===== config.mk =====
export PLATFORM = sky130hd
export DESIGN_NAME = uart_tx_mmio
export DESIGN_NICKNAME = d
export VERILOG_FILES = /design/src/rtl/uart_tx_mmio.sv
export SDC_FILE = /design/constraint.sdc
export NUM_CORES = 1
export LEC_CHECK = 0
export BUFFER_PORTS_ARGS = -buffer_cell sky130_fd_sc_hd__buf_2
export CAP_MARGIN = 20
export CORE_MARGIN = 10
export CORE_UTILIZATION = 40
export CTS_CLUSTER_SIZE = 8
export DETAILED_ROUTE_END_ITERATION = 16
export PLACE_DENSITY = 0.61
export REMOVE_ABC_BUFFERS = 1
export SETUP_SLACK_MARGIN = 0.3
export SKIP_LAST_GASP = 1
export SLEW_MARGIN = 5
export SYNTH_ARGS = -nofsm -noshare
export SYNTH_HDL_FRONTEND = slang
export SYNTH_SLANG_ARGS = --single-unit

===== constraint.sdc =====
create_clock -name clk -period 7.8 [get_ports clk]
set_input_delay 0.78 -clock clk [delete_from_list [all_inputs] [get_ports clk]]
set_output_delay 0.78 -clock clk [all_outputs]
set_load 0.005 [all_outputs]

===== src/rtl/uart_tx_mmio.sv =====
// Memory-mapped UART transmitter: byte FIFO fed by CPU write strobes, serialised as 8N1 frames.
// Define UART_TX_PARITY_EN to add an even-parity bit (8E1).
module uart_tx_mmio #(
    parameter int unsigned CLK_HZ     = 23000000,
    parameter int unsigned BAUD       = 115200,
    parameter int unsigned FIFO_DEPTH = 8
) (
    input  logic                          clk,
    input  logic                          rstn,
    input  logic                          wr_en,
    input  logic [7:0]                    wr_data,
    input  logic                          clr_ovf,
    output logic                          tx,
    output logic                          full,
    output logic                          busy,
    output logic [$clog2(FIFO_DEPTH):0]   count,
    output logic                          overflow
);

    localparam int unsigned DIV = CLK_HZ / BAUD;
    localparam int unsigned AW  = $clog2(FIFO_DEPTH);
    localparam int unsigned CW  = $clog2(DIV);

    localparam logic [CW-1:0] BaudLast = CW'(DIV - 1);
    localparam logic [AW:0]   DepthVal = (AW + 1)'(FIFO_DEPTH);

    typedef enum logic [2:0] {
        StIdle   = 3'd0,
        StStart  = 3'd1,
        StData   = 3'd2,
`ifdef UART_TX_PARITY_EN
        StParity = 3'd3,
`endif
        StStop   = 3'd4
    } state_e;

    logic [7:0]    mem_q [FIFO_DEPTH];
    logic [AW-1:0] wptr_q, wptr_d;
    logic [AW-1:0] rptr_q, rptr_d;
    logic [AW:0]   count_q, count_d;
    logic          ovf_q, ovf_d;

    state_e        state_q;
    logic [CW-1:0] baud_q;
    logic [2:0]    bit_idx_q;
    logic [7:0]    shreg_q;
    logic          tx_q;
`ifdef UART_TX_PARITY_EN
    logic          parity_q;
`endif

    logic full_w, nonempty, bit_end, push, pop;

    assign full_w   = (count_q == DepthVal);
    assign nonempty = (count_q != '0);
    assign bit_end  = (baud_q == BaudLast);
    assign push     = wr_en && !full_w;
    // The FSM takes the next byte when idle or exactly at the end of a stop bit.
    assign pop      = nonempty && ((state_q == StIdle) || ((state_q == StStop) && bit_end));

    always_comb begin
        wptr_d  = push ? wptr_q + 1'b1 : wptr_q;
        rptr_d  = pop  ? rptr_q + 1'b1 : rptr_q;
        count_d = count_q;
        unique case ({push, pop})
            2'b10:   count_d = count_q + 1'b1;
            2'b01:   count_d = count_q - 1'b1;
            default: count_d = count_q;
        endcase
        // A dropped write beats a simultaneous clear.
        if (wr_en && full_w) begin
            ovf_d = 1'b1;
        end else if (clr_ovf) begin
            ovf_d = 1'b0;
        end else begin
            ovf_d = ovf_q;
        end
    end

    always_ff @(posedge clk) begin
        if (!rstn) begin
            wptr_q  <= '0;
            rptr_q  <= '0;
            count_q <= '0;
            ovf_q   <= 1'b0;
        end else begin
            wptr_q  <= wptr_d;
            rptr_q  <= rptr_d;
            count_q <= count_d;
            ovf_q   <= ovf_d;
        end
    end

    always_ff @(posedge clk) begin
        if (push) begin
            mem_q[wptr_q] <= wr_data;
        end
    end

    always_ff @(posedge clk) begin
        if (!rstn) begin
            state_q   <= StIdle;
            baud_q    <= '0;
            bit_idx_q <= '0;
            shreg_q   <= '0;
            tx_q      <= 1'b1;
`ifdef UART_TX_PARITY_EN
            parity_q  <= 1'b0;
`endif
        end else begin
            unique case (state_q)
                StIdle: begin
                    tx_q   <= 1'b1;
                    baud_q <= '0;
                    if (pop) begin
                        shreg_q  <= mem_q[rptr_q];
`ifdef UART_TX_PARITY_EN
                        parity_q <= ^mem_q[rptr_q];
`endif
                        tx_q     <= 1'b0;
                        state_q  <= StStart;
                    end
                end
                StStart: begin
                    if (bit_end) begin
                        baud_q    <= '0;
                        bit_idx_q <= '0;
                        tx_q      <= shreg_q[0];
                        state_q   <= StData;
                    end else begin
                        baud_q <= baud_q + 1'b1;
                    end
                end
                StData: begin
                    if (bit_end) begin
                        baud_q <= '0;
                        if (bit_idx_q == 3'd7) begin
`ifdef UART_TX_PARITY_EN
                            tx_q    <= parity_q;
                            state_q <= StParity;
`else
                            tx_q    <= 1'b1;
                            state_q <= StStop;
`endif
                        end else begin
                            bit_idx_q <= bit_idx_q + 3'd1;
                            tx_q      <= shreg_q[bit_idx_q + 3'd1];
                        end
                    end else begin
                        baud_q <= baud_q + 1'b1;
                    end
                end
`ifdef UART_TX_PARITY_EN
                StParity: begin
                    if (bit_end) begin
                        baud_q  <= '0;
                        tx_q    <= 1'b1;
                        state_q <= StStop;
                    end else begin
                        baud_q <= baud_q + 1'b1;
                    end
                end
`endif
                StStop: begin
                    if (bit_end) begin
                        baud_q <= '0;
                        if (pop) begin
                            shreg_q  <= mem_q[rptr_q];
`ifdef UART_TX_PARITY_EN
                            parity_q <= ^mem_q[rptr_q];
`endif
                            tx_q     <= 1'b0;
                            state_q  <= StStart;
                        end else begin
                            tx_q    <= 1'b1;
                            state_q <= StIdle;
                        end
                    end else begin
                        baud_q <= baud_q + 1'b1;
                    end
                end
                default: begin
                    tx_q    <= 1'b1;
                    baud_q  <= '0;
                    state_q <= StIdle;
                end
            endcase
        end
    end

    assign tx       = tx_q;
    assign full     = full_w;
    assign busy     = (state_q != StIdle) || nonempty;
    assign count    = count_q;
    assign overflow = ovf_q;

endmodule


Word-level counts from Yosys, hierarchy flattened
Memories as Yosys holds them, arrays and structs flattened. A register that Yosys moved wholly into a read port is not among the register bits.
Cells that the tools add are included.
{"block": "word_totals", "word_cells": 82, "mem_count": 1, "latch_bits": 0, "rom_bits": 0, "in_bits": 12, "ramBits": 64, "register_bits": 34, "output_inout_bits": 8}
{"memory": "mem_q", "depth": 8, "width": 8, "rd": 1, "rd_ports_with_merged_regs": 1, "write_ports": 1, "line": "37", "source": "logic [7:0] mem_q [FIFO_DEPTH];"}
{"block": "classes", "mul": 0, "reduce_logical": 20, "n_bitwise": 2, "add_sub_neg": 6, "div": 0, "muxes": 29, "n_lt_le_gt_ge": 1, "eq_ne": 14, "n_shift": 0}
{"cell": "$mux W3", "n": 10}
{"cell": "$mux W8", "n": 2}
{"cell": "$pmux W8 S2", "n": 1}
{"cell": "$ne A2 B2 Y1 const B", "n": 6}
{"cell": "$pmux W3 S4", "n": 1}
{"cell": "$mux W1", "n": 11}
{"cell": "$add A3 B1 Y3 const B", "n": 3}
{"cell": "$add A8 B1 Y8 const B", "n": 1}
{"cell": "$eq A8 B8 Y1 const B", "n": 1}
{"cell": "$pmux W4 S2", "n": 1}
{"cell": "$reduce_bool A2 Y1", "n": 4}
{"cell": "$eq A3 B3 Y1 const B", "n": 2}
{"cell": "$pmux W3 S2", "n": 1}
{"cell": "$reduce_or A3 Y1", "n": 2}
{"cell": "$reduce_and A5 Y1", "n": 1}
{"cell": "$add A4 B1 Y4 const B", "n": 1}
{"cell": "$eq A4 B4 Y1 const B", "n": 1}
{"cell": "$logic_and A1 B1 Y1", "n": 4}
{"cell": "$lt A3 B4 Y1 const B", "n": 1}
{"cell": "$pmux W1 S4", "n": 1}
{"cell": "$reduce_and A4 Y1", "n": 1}
{"cell": "$reduce_bool A4 Y1", "n": 1}
{"cell": "$sub A4 B1 Y4 const B", "n": 1}
{"cell": "$bmux W1 S3", "n": 1}
{"cell": "11 further kinds", "n": 13}

Depth between registers and ports, before layout
{"block": "depth", "depth_word": 7, "mapped_depth": 12}

Worst setup path before layout
OpenSTA, ideal clock, no wires.
{"block": "synth_path", "path_type": "reg2reg", "start": "register count_q[1] (netlist: count[1])", "end": "register count_q[2] (netlist: count[2])", "setup_ps": 72, "t_arrival_ps": 2639, "path_stages_with_launch": 13, "required_time_ps": 7728, "setup_slack_ps": 5089, "synth_period_minus_slack_ps": 2711, "cell_sequence": "dfxtp_1 > clkbuf_2 > nor4_1 > or2_1 > clkdlybuf4s15_1 > nor2_1 > ha_1 > xor2_1 > ha_1 > nor3b_1 > o211ai_1 > o211ai_1 > mux2i_1"}
{"item": "start: declaration", "line": "40", "source": "logic [AW:0] count_q, count_d;"}
{"item": "start signal: assignment", "line": "89", "source": "count_q <= count_d;"}
{"item": "$reduce_bool A4 Y1 (*)", "line": "55", "source": "assign nonempty = (count_q != '0);"}
{"item": "$logic_and A1 B1 Y1 (*)", "line": "59", "source": "assign pop = nonempty && ((state_q == StIdle) || ((state_q == StStop) && bit_end));"}
{"item": "named net pop", "line": "52", "source": "logic full_w, nonempty, bit_end, push, pop;"}
{"item": "$eq A2 B1 Y1 / $eq A2 B2 Y1 (equally long branches)", "line": "65", "source": "unique case ({push, pop})"}
{"item": "$pmux W4 S2 / $reduce_bool A2 Y1 (equally long branches)"}
The timed path passes the listed nets; every way through them passes the cells marked *.
A chain may end at the register's enable or synchronous reset.

Worst setup path in the final report
{"block": "layout_path", "start": "register baud_q[0]", "end": "register count_q[2] (netlist: count[2])"}
{"block": "layout_via", "elab_chain_len": 6}
{"item": "start: declaration", "line": "44", "source": "logic [CW-1:0] baud_q;"}
{"item": "start signal: assignment", "line": "131", "source": "baud_q <= baud_q + 1'b1;"}
{"item": "start signal: assignment", "line": "150", "source": "baud_q <= baud_q + 1'b1;"}
{"item": "start signal: assignment", "line": "179", "source": "baud_q <= baud_q + 1'b1;"}
{"item": "$eq A8 B8 Y1 (*)", "line": "56", "source": "assign bit_end = (baud_q == BaudLast);"}
{"item": "$logic_and A1 B1 Y1 (*)", "line": "59"}
{"item": "$logic_or A1 B1 Y1 (*)", "line": "59"}
{"item": "$logic_and A1 B1 Y1 (*)", "line": "59"}
{"item": "named net pop", "line": "52"}
{"item": "$eq A2 B1 Y1 / $eq A2 B2 Y1 (equally long branches)", "line": "65"}
{"item": "$pmux W4 S2 / $reduce_bool A2 Y1 (equally long branches)"}
Marks and branches as above.

==> results.txt <==
status -> finished, final reports clean
Pleak -> 0.00154 uW
setup bufs post-CTS -> 0
Crit Path Class -> flip-flop to flip-flop
placed cell areas -> 4550 um2
fin crit share -> 40.7%
layout cells sized above 1 -> 20.9%
f_max -> 315 MHz
number of global-route vias before repair -> 2,448
r2r setup slk -> 4.63 ns
core area -> 10,500 um2
Syn-to-layout area delta -> 9.20%
Post-CTS Resized -> 0
Mapped Area -> 4340 um2
Syn. warnings -> 0
Starting Density -> 41.5%
Root Buffer Master -> clkbuf_8
global-route wire length before repair -> 12,700 um
initial antenna violation count -> 0
vias per cell -> 5.30
fin worst setup slack -> 4.63 ns
FF+latch count, synth -> 101
placed insts -> 449
relative slew slack -> 32.0%
Sinks on Clock Net -> 101
nets@finish -> 345
WP data required -> 8.11 ns
Endpoint, Worst Hold -> bit_idx_q[2]
drt total wl -> 7950 um
RSZ-0062 raised after global routing -> false
Row Count -> 37
r2r startpoint -> baud_q[0]
most frequent cells in the layout -> 64 x edfxtp_1, 37 x dfxtp_1, 23 x nor2_1, 19 x a21oi_1, 19 x buf_2
Syn Area/Cell -> 14.1 um2
port bufs -> 19
final setup violation count -> 0
most common cell after layout, fill and taps aside -> edfxtp_1
num ports -> 20
Synth cell types -> 58
reg2reg end -> count[2]
drt first pass iters -> 4
hold buffers post-CTS -> 0
critical path startpoint category -> flip-flop
Setup WS pre-CTS -> 4.62 ns
class of the worst hold path -> flip-flop to flip-flop
post-detailed-route wirelength per cell -> 17.1 um
Die H -> 124 um
clock-pin slew on the worst setup and hold paths -> 0.09 ns
routability cong. -> 0.810
max-slew violations -> 0
number of synthesized flops with an enable pin -> 64
vias -> 2,468
Post-synth ARST share -> 0%
total grt overflow -> 0
worst hold path depth -> 2
DIE AREA -> 15,400 um2
chip width -> 124 um
Total GRT Usage -> 11.0%
CTS H-tree lvls -> 3
post-synthesis sequential area ratio -> 61.4%
drt drc -> 0
post-layout util -> 45.3%
Post-Syn Instances -> 308
fin crit period -> 3.17 ns
crit path DAT -> 3.48 ns
CTS tree -> done
deepest clock path buffer count -> 2
Hold Startpoint -> bit_idx_q[2]
Max Cap Viol -> 0
final-report hold violation count -> 0
largest net degree at the start of global routing -> 26
CP Capture Type -> flip-flop
Synth Flop Type -> edfxtp_1
DR iter-0 viols -> 202
CTS buffer count -> 9
post-DP HPWL -> 5150 um
post-route cell area -> 4740 um2
maximum vdd drop -> 0.000166 V
worst skew pair latency -> 0.37 ns
setup_tns -> 0 ns
PwrDens -> 279 nW/um2
worst r2r path cells -> 12
worst clock skew -> 0.00830 ns
actual slew at the worst max-slew pin -> 1.01 ns
CP Max Fanout -> 9
ANT nets after route -> 0
non-filler cells, final -> 466
antenna cells -> 0
[worst max path at each step]
stage | from | endpoint | slack (ns) | cells past startpoint
2_1_floorplan | baud_q[0] | count[2] | 5.14 | 12
3_3_place_gp | baud_q[0] | count[2] | 4.75 | 12
3_5_place_dp | baud_q[0] | count[2] | 4.62 | 12
4_1_cts | baud_q[1] | count[2] | 4.62 | 11
5_1_grt | baud_q[1] | count[2] | 4.36 | 11
6_report | baud_q[0] | count[2] | 4.63 | 12
[metal layers]
metal	global-route usage, %	vias up	share of wire, %
met3	3.12	15	3.6
met4	4.32	0	1.6
met1	13.5	1206	46
met5	0	-	0
met2	17.9	36	49
li1	-	1211	-
[power breakdown]
part,total (uW),switching (uW),internal [uW]
Combinational,337,175,161
Sequential,687,61.2,626
Clock,301,180,121
[cell usage after synthesis, types with 2 or more instances]
master | number | area share (%)
edfxtp_1 | 64 | 44
dfxtp_1 | 37 | 17
nor2_1 | 23 | 2.0
a21oi_1 | 19 | 2.2
mux4_2 | 17 | 8.8
mux2i_1 | 16 | 3.7
nand3_1 | 10 | 1.2
a211oi_1 | 9 | 1.6
ha_1 | 8 | 2.3
nor3_1 | 8 | 0.92
clkbuf_1 | 7 | 0.61
nand2_1 | 7 | 0.61
nand2b_1 | 7 | 1.0
o21ai_0 | 5 | 0.58
xnor2_1 | 5 | 1.0
xor2_1 | 5 | 1.0
inv_1 | 4 | 0.35
o211ai_1 | 4 | 0.69
and2_1 | 3 | 0.43
buf_2 | 3 | 0.35
nor2b_1 | 3 | 0.43
o21a_1 | 3 | 0.52
and3_1 | 2 | 0.29
and3_2 | 2 | 0.35
nor3b_1 | 2 | 0.35
nor4_1 | 2 | 0.29
or2b_2 | 2 | 0.40
[worst max-delay path, cell delays in order, from the launching register on]
cell and delay, ns:
dfxtp_1 0.36, inv_1 0.07, ha_1 0.13, nand4b_1 0.27, o21a_1 0.34, nor2_1 0.52, ha_1 0.37, xor2_1 0.09
ha_1 0.20, nor3b_1 0.28, o211ai_1 0.15, o211ai_1 0.14, mux2i_1 0.19
[sequential cells by signal, summed over array words and instances (netlist names), named ones only]
register and flops:
wptr_q 3, state_q 3, overflow 1, rptr_q 3
mem_q 64, count 4, shreg_q 8, bit_idx_q 3
tx 1, baud_q 8
[logic make-up (layout without fill, tap and decap cells)]
logic type	after synthesis	after routing	synth area share (%)
buffers and inverters	20	42	2.71
AOI/OAI and AO/OA	50	50	7.99
xor gates and xnor gates	10	10	2.02
muxes	33	33	12.5
and+or+nand+nor	86	86	11.1
DFF	101	101	61.4
adders and majority gates	8	8	2.31
[stage by stage]
stage	power, uW	hold slack, ns
after CTS	1340	0.491
after global placement	1030	0.460
final	1320	0.487
after global routing	1410	0.529
after detailed placement	1030	0.476
after floorplan	933	0.449
[final cells by class]
cell class              count  area (um2)
multi-input cells         187        1580
well taps                 136         170
clock buffers              11         131
fillers                   975        5720
inverters                   5        32.5
repair buffers             21         118
flip-flops and latches    101        2660
clock inverters             5        45.0
(Power assumes the default switching activity.)
